**config.mk**
```make
export PLATFORM = sky130hd
export DESIGN_NAME = memory_controller_burst
export DESIGN_NICKNAME = d
export VERILOG_FILES = /design/src/rtl/memory_controller_burst.sv
export SDC_FILE = /design/constraint.sdc
export NUM_CORES = 1
export LEC_CHECK = 0
export CORE_UTILIZATION = 41
export CTS_CLUSTER_SIZE = 14
export DETAILED_ROUTE_END_ITERATION = 12
export GPL_ROUTABILITY_DRIVEN = 0
export HOLD_SLACK_MARGIN = 0.12
export MAX_ROUTING_LAYER = met4
export PLACE_DENSITY = 0.74
export SLEW_MARGIN = 20
export SYNTH_ARGS = -nofsm -noshare
export SYNTH_HDL_FRONTEND = slang
export SYNTH_SLANG_ARGS = --single-unit
```
**constraint.sdc**
```tcl
create_clock -name clk_mem -period 3.4 [get_ports clk_mem]
set_input_delay 0.51 -clock clk_mem [delete_from_list [all_inputs] [get_ports clk_mem]]
set_output_delay 0.51 -clock clk_mem [all_outputs]
set_load 0.005 [all_outputs]
```
**src/rtl/memory_controller_burst.sv**
```systemverilog
// memory_controller_burst
//
// Moves one cache line of WORDS 32-bit words per request over the byte-stream
// PSRAM controller interface. The PSRAM controller is external; its handshake
// appears on the m_* ports.
//
// Ports:
//   clk_mem, rst            memory clock; synchronous active-high reset
//   a, d, we, rd            line address, write line, write/read request (we wins)
//   spo, ready, err         read line, idle-and-ready, sticky timeout flag
//   m_rd, m_we              one-cycle burst start strobes
//   m_rend, m_wend          end-of-burst indications
//   m_a, m_din, m_dout      line-aligned burst address, write byte, read byte
//   m_byte_available        rising edge: m_dout valid
//   m_ready_for_next_byte   rising edge: m_din consumed
//   m_ready                 PSRAM controller idle
//
// Build option: define MEMCTL_BURST_TIMEOUT_EN to add a watchdog that aborts a
// stalled burst after TIMEOUT_CYC cycles and sets err. Without it err is 0.

module memory_controller_burst #(
    parameter int unsigned ADDR_W      = 24,
    parameter int unsigned WORDS       = 4,
    parameter int unsigned TIMEOUT_CYC = 1023
) (
    input  logic                clk_mem,
    input  logic                rst,
    input  logic [ADDR_W-1:0]   a,
    input  logic [32*WORDS-1:0] d,
    input  logic                we,
    input  logic                rd,
    output logic [32*WORDS-1:0] spo,
    output logic                ready,
    output logic                err,
    output logic                m_rd,
    output logic                m_we,
    output logic                m_rend,
    output logic                m_wend,
    output logic [ADDR_W-1:0]   m_a,
    output logic [7:0]          m_din,
    input  logic [7:0]          m_dout,
    input  logic                m_byte_available,
    input  logic                m_ready_for_next_byte,
    input  logic                m_ready
);

    localparam int unsigned NB = 4 * WORDS;
    localparam int unsigned OW = $clog2(NB);
    // One extra bit so the NB terminal count is representable.
    localparam int unsigned IW = OW + 1;

    typedef enum logic [2:0] {StIdle, StWrWait, StWr, StRdWait, StRd} state_e;

    state_e                state_q;
    logic [NB-1:0][7:0]    buf_q;
    logic [IW-1:0]         idx_q;
    logic [32*WORDS-1:0]   spo_q;
    logic [ADDR_W-1:0]     m_a_q;
    logic                  m_rd_q, m_we_q, m_rend_q, m_wend_q;
    logic                  ready_r_q;
    logic                  ba_old_q, rfnb_old_q;
    logic                  ba_rise, rfnb_rise;

    logic [OW-1:0] unused_a;
    assign unused_a = a[OW-1:0];

    assign ba_rise   = m_byte_available & ~ba_old_q;
    assign rfnb_rise = m_ready_for_next_byte & ~rfnb_old_q;

    assign spo    = spo_q;
    assign ready  = ready_r_q & ~(rd | we);
    assign m_rd   = m_rd_q;
    assign m_we   = m_we_q;
    assign m_rend = m_rend_q;
    assign m_wend = m_wend_q;
    assign m_a    = m_a_q;
    // At the terminal count the low bits wrap to byte 0; m_din is not consumed then.
    assign m_din  = buf_q[idx_q[IW-2:0]];

`ifdef MEMCTL_BURST_TIMEOUT_EN
    localparam int unsigned TW = $clog2(TIMEOUT_CYC + 1);

    logic [TW-1:0] tmo_q;
    logic          tmo_clr, tmo_hit;
    logic          err_q;

    assign err = err_q;

    // Restart on every state entry and on every accepted byte edge.
    always_comb begin
        tmo_clr = 1'b1;
        unique case (state_q)
            StWrWait, StRdWait: tmo_clr = m_ready;
            StWr:               tmo_clr = rfnb_rise;
            StRd:               tmo_clr = ba_rise;
            default:            tmo_clr = 1'b1;
        endcase
    end

    // tmo_q counts elapsed cycles; the hit fires on the TIMEOUT_CYC-th one.
    assign tmo_hit = (state_q != StIdle) && (tmo_q == TW'(TIMEOUT_CYC - 1));

    always_ff @(posedge clk_mem) begin
        if (rst || tmo_clr) begin
            tmo_q <= '0;
        end else if (!tmo_hit) begin
            tmo_q <= tmo_q + TW'(1);
        end
    end
`else
    logic unused_tmo;
    assign unused_tmo = (TIMEOUT_CYC == 0);
    assign err        = 1'b0;
`endif

    always_ff @(posedge clk_mem) begin
        if (rst) begin
            state_q    <= StIdle;
            buf_q      <= '0;
            idx_q      <= '0;
            spo_q      <= '0;
            m_a_q      <= '0;
            m_rd_q     <= 1'b0;
            m_we_q     <= 1'b0;
            m_rend_q   <= 1'b0;
            m_wend_q   <= 1'b0;
            ready_r_q  <= m_ready;
            ba_old_q   <= 1'b0;
            rfnb_old_q <= 1'b0;
`ifdef MEMCTL_BURST_TIMEOUT_EN
            err_q      <= 1'b0;
`endif
        end else begin
            ba_old_q   <= m_byte_available;
            rfnb_old_q <= m_ready_for_next_byte;
`ifdef MEMCTL_BURST_TIMEOUT_EN
            if (tmo_hit) begin
                // Abort: flag it, signal end of burst, keep the old read line.
                err_q   <= 1'b1;
                m_rd_q  <= 1'b0;
                m_we_q  <= 1'b0;
                if (state_q inside {StWrWait, StWr}) begin
                    m_wend_q <= 1'b1;
                end else begin
                    m_rend_q <= 1'b1;
                end
                state_q <= StIdle;
            end else
`endif
            begin
                unique case (state_q)
                    StIdle: begin
                        m_a_q    <= {a[ADDR_W-1:OW], {OW{1'b0}}};
                        buf_q    <= d;
                        m_rend_q <= 1'b0;
                        m_wend_q <= 1'b0;
                        if (we) begin
                            ready_r_q <= 1'b0;
                            idx_q     <= '0;
                            state_q   <= StWrWait;
                        end else if (rd) begin
                            ready_r_q <= 1'b0;
                            idx_q     <= '0;
                            state_q   <= StRdWait;
                        end else begin
                            ready_r_q <= m_ready;
                        end
                    end
                    StWrWait: begin
                        if (m_ready) begin
                            m_we_q  <= 1'b1;
                            state_q <= StWr;
                        end
                    end
                    StWr: begin
                        m_we_q <= 1'b0;
                        if (idx_q == IW'(NB)) begin
                            m_wend_q <= 1'b1;
                            state_q  <= StIdle;
                        end else if (rfnb_rise) begin
                            idx_q <= idx_q + IW'(1);
                        end
                    end
                    StRdWait: begin
                        if (m_ready) begin
                            m_rd_q  <= 1'b1;
                            state_q <= StRd;
                        end
                    end
                    StRd: begin
                        m_rd_q <= 1'b0;
                        // Early end-of-read: raised while the last byte is still pending.
                        if (idx_q == IW'(NB - 1)) begin
                            m_rend_q <= 1'b1;
                        end
                        if (idx_q == IW'(NB)) begin
                            spo_q   <= buf_q;
                            state_q <= StIdle;
                        end else if (ba_rise) begin
                            buf_q[idx_q[IW-2:0]] <= m_dout;
                            idx_q                <= idx_q + IW'(1);
                        end
                    end
                    default: state_q <= StIdle;
                endcase
            end
        end
    end

endmodule
```
* After elaboration in Yosys (flattened, before gate mapping)
Cells that the tools add are included.
** Storage, ports and cells
- Output and inout bits :: 166
- Flip-flop bits (word level) :: 291
- Input bits :: 167
- Logic and storage cells :: 102
** Cells by class
- $lt $le $gt $ge :: 2
- Equal/unequal tests :: 16
- Reductions and logical operators :: 17
- Mux-type cells :: 32
- Add/sub/neg operators :: 1
- Bitwise logic cells :: 7
** Operators by type and width (count)
- $mux W128 :: 2
- $pmux W128 S2 :: 1
- $bwmux W128 :: 1
- $bmux W8 S4 :: 1
- $demux W8 S4 :: 1
- $mux W5 :: 6
- $mux W8 :: 2
- $ne A2 B2 Y1 const B :: 8
- $mux W3 :: 5
- $pmux W5 S3 :: 1
- $pmux W3 S4 :: 1
- $reduce_and A2 Y1 :: 5
- $reduce_bool A2 Y1 :: 5
- $pmux W1 S2 :: 4
- $mux W1 :: 7
- $eq A3 B2 Y1 const B :: 2
- $reduce_and A6 Y1 :: 1
- $add A5 B1 Y5 const B :: 1
- $eq A5 B4 Y1 const B :: 1
- $eq A5 B5 Y1 const B :: 1
- $lt A4 B5 Y1 const B :: 1
- $ge A4 B1 Y1 const B :: 1
- $reduce_and A4 Y1 :: 1
- $and A1 B1 Y1 :: 3
- other kinds (11) :: 13

* Logic depth before layout (Yosys ltp)
- Word-level depth :: 8
- Gate-level depth with buffers :: 11
- Depth with buffers taken out :: 6

* Worst setup path after synthesis
No wires, ideal clock.
- Kind :: flip-flop to flip-flop
- Start :: register idx_q[0]
- End :: register buf_q[106] (netlist name)
- Setup time :: 0.089 ns
- Path buffers :: 5
- Slack :: 0.493 ns
- Stages on the path, launching flop included :: 12
- Data required time :: 3.311 ns
- Data arrival time :: 2.818 ns
- Period minus slack after synthesis :: 2.907 ns
- Cells stage by stage :: dfxtp_1 clkbuf_1 clkbuf_1 inv_1 ha_1 nor3b_2 a221oi_4 buf_4 buf_6 buf_2 a21oi_1 a311oi_2
** Between the ends
- Longest elaborated chain between the ends :: 8
- Elaborated cells between the ends (all ways) :: 12
- Those cells by class :: 2 x order compare; 2 x eq/ne; 6 x mux; 2 x reduce/logical
** RTL lines
- start, declared :: line 56 : logic [IW-1:0] idx_q;
- start signal, assigned :: line 181 : idx_q <= idx_q + IW'(1);
- start signal, assigned :: line 201 : idx_q <= idx_q + IW'(1);
- $lt A4 B5 Y1 (not written as such) / $ge A4 B1 Y1 (equally long branches) :: line 200 : buf_q[idx_q[IW-2:0]] <= m_dout;
- $logic_and A1 B1 Y1 (not written as such) :: line 200
- $mux W8 (not written as such) :: line 200
- $demux W8 S4 :: line 200
- $bwmux W128 :: line 200
- $mux W128 :: line 199 : end else if (ba_rise) begin
- $mux W128 :: line 196 : if (idx_q == IW'(NB)) begin
- $pmux W128 S2 :: line 151 : unique case (state_q)
- end signal, assigned by index :: line 200
- end, declared :: line 55 : logic [NB-1:0][7:0] buf_q;
Parallel ways exist; a longest one is shown, timed or not. The select of a mux whose other input is x is not followed.
A chain may end at the register's enable or synchronous reset.

* Worst setup path after layout
- Start :: register idx_q[0]
- End :: output m_din[5]
** Between the ends
- Longest elaborated chain between the ends :: 2
** RTL lines
- $bmux W8 S4 :: line 78 : assign m_din = buf_q[idx_q[IW-2:0]];
- $mux W8 (not written as such) :: line 78
- end, declared :: line 40 : output logic [7:0] m_din,
Every way passes these cells. The select of a mux whose other input is x is not followed.

==> reports/results.ini <==
[pwr]
powerDensity_nw_per_um2 = 517
switching_share = 0.291
ir_worst_vdd_uv = 469
leakage_nw = 6.14
clkPwrFrac = 0.370
combPwrFrac = 0.193
seq_power_share = 0.437
switchingPower_mw = 2.70
p_int_mw = 6.57

[sta]
min_period_over_period = 0.963
rsz0062_at_grt = false
slew_headroom = 0.210
finClkSkew_ns = 0.0147
clock.fmax_ghz = 0.305
setup_viol = 0
tightest_slew_ns = 1.18
finalHoldViolCount = 0
layout_min_cycle_time_ns = 3.28
slew_violations = 0
setup_tns_ns = 0

[synth]
yosys_warnings = 0
synth_edf_count = 1
ys_seq_elements = 291
syn_avg_cell_area_um2 = 8.45
ys.flop_type = dfxtp_1
synth_top_cell_by_area = dfxtp_1
seq_area_frac_synth = 0.426
synth_cell_type_count = 53
netlist_area_um2 = 13700
netlist.area_leader.share = 0.424
synthCells = 1621
async_flop_share = 0
synth.area.top_cells = dfxtp_1 42%, nand2_1 12%, a21oi_1 10%

[floorplanning]
start_util = 0.419
ios = 333
core_area_um2 = 32700
die_w_um = 185
num_rows = 66
fp.dieH_um = 185
die_area_um2 = 34100

[worst_setup_path]
crit_type = reg2out
critPathLaunchType = register
cp_slowest_stage_delay_ns = 0.60
crit_chain = buf_12 -> mux4_2 -> a22oi_1 -> nand2_1 -> clkdlybuf4s50_1
crit_buf_inv = 2
end_kind = output port
cp_max_fo = 26
cp.required_ns = 2.89
crit_path_top_delay_cell = mux4_2
cp.arrival_ns = 2.77
ff2ff_setup_slack_ns = 0.41
cp_top_family = buffers and inverters

[grt]
grt_max_degree = 127
grt.busiest_layer = met2
antenna_found_initial = 3
grt-ovfl-total = 0
grt_pass1_wl_um = 73400
grt_pass1_vias = 12799
use_met2 = 0.430
met3_usage = 0.0454
use_met1 = 0.367
grt_usage = 0.285

[cells_and_area]
fin_cells = 2271
nets = 1977
post-route-util = 0.549
layout-area-overhead-vs-synth_pct = 31.1
stdcell_area_um2 = 17900
drive_gt1_frac = 0.102
final_cell_mix = 430 x nand2_1, 322 x clkdlybuf4s50_1, 288 x dfxtp_1, 274 x a21oi_1, 120 x nand4_1
layout_commonest_cell = nand2_1

[clocking]
cts_buffers = 30
cts-root-buf = clkbuf_16
clk_pin_slew_ns = 0.06
clock_latency_ns = 0.57
cts.sinks = 291
clk_path_buf_depth = 3
cts_tree = built
cts-htree-levels = 1

[detailed_routing]
wl_um = 48200
routedWlPerCell_um = 21.2
vias_per_cell = 5.98
drcViolationCount = 0
vias = 13591
drt-initial-drc-count = 1722
drtAntennaViolNets = 0
drt-pass1-iter-count = 5

[job]
maxCapViolations = 0

[hold_path]
hold_path.class = in2reg

[run_status]
status = finished clean

[place]
dp.cells = 2215
io_buffers = 323
placed_cell_area_um2 = 16900
hpwl_um = 32900

## cell families after synthesis
logic type	after synthesis	share of synthesized area
and+or+nand+nor	621	0.204
AOI/OAI and AO/OA	454	0.238
DFF	291	0.426
buffers and inverters	215	0.0733
muxes	32	0.0526
adders and majority gates	5	0.00457
xor gates and xnor gates	2	0.00128
other	1	0.000274
## through the flow
stage	worst slack [ns]	hold slack [ns]	power, mW
floorplan	0.493	0.441	5.18
global placement	0.440	0.443	5.81
detailed placement	0.417	0.448	5.86
CTS	0.00119	0.410	9.26
global route	0.0206	0.435	9.60
finish	0.125	0.427	9.27
## layout make-up
| cell class | instances | area (µm²) |
|---|---|---|
| Clock buffer | 41 | 842 |
| Multi-Input combinational cell | 1119 | 6910 |
| Fill cell | 2934 | 14800 |
| Timing Repair Buffer | 355 | 3580 |
| Tap cell | 442 | 553 |
| Inverter | 8 | 30.0 |
| Antenna cell | 3 | 7.51 |
| Clock inverter | 12 | 180 |
| Sequential cell | 291 | 5840 |
## layer usage
layer | wire length, µm | vias up | share of wire
met2 | 21900 | 819 | 0.46
met3 | 4710 | 152 | 0.098
met1 | 19100 | 6416 | 0.40
met5 | 0 | - | 0
met4 | 2430 | 0 | 0.050
li1 | - | 6204 | -
## synth_stat cells, drive strengths merged (4+ instances only)
library cell / instances
nor2b: 4
a21o: 15
a311oi: 120
dfxtp: 290
ha: 5
buf: 70
nand2: 431
nor3: 9
a22oi: 16
nand4: 120
a21oi: 274
mux4: 32
nor2: 19
and2: 18
a221oi: 9
inv: 8
clkbuf: 137
## power groups by stage
stage          sequential [mW]  clock (mW)  combinational, mW
4_1_cts                   4.03        3.47               1.76
3_5_place_dp              4.11           0               1.75
5_1_grt                   4.07        3.62               1.91
3_3_place_gp              4.10           0               1.71
6_report                  4.05        3.43               1.79
2_1_floorplan             3.95           0               1.23
## flip-flops by register name (all words and copies together), names as in the netlist
| register | count |
|---|---|
| m_we | 1 |
| m_rend | 1 |
| m_wend | 1 |
| m_a | 20 |
| m_rd | 1 |
| state_q | 3 |
| spo | 128 |
| ba_old_q | 1 |
| ready_r_q | 1 |
| idx_q | 5 |
| buf_q | 128 |
| rfnb_old_q | 1 |
## worst paths after layout
check / start / endpoint / depth (start not counted)
worst max-delay path: idx_q[0] / m_din[5] / 5
worst min-delay path: rst / m_a[9] / 2
worst max register to register: idx_q[1] / spo[78] / 7
worst min register to register: spo[86] / spo[86] / 2
## what timing repair did
item                                    CTS  global route
endpoints found under the setup margin    0             8
resized for setup                         0             2
buffers inserted                          0             0
hold buffers                              0             0
(Power assumes the default switching activity.)
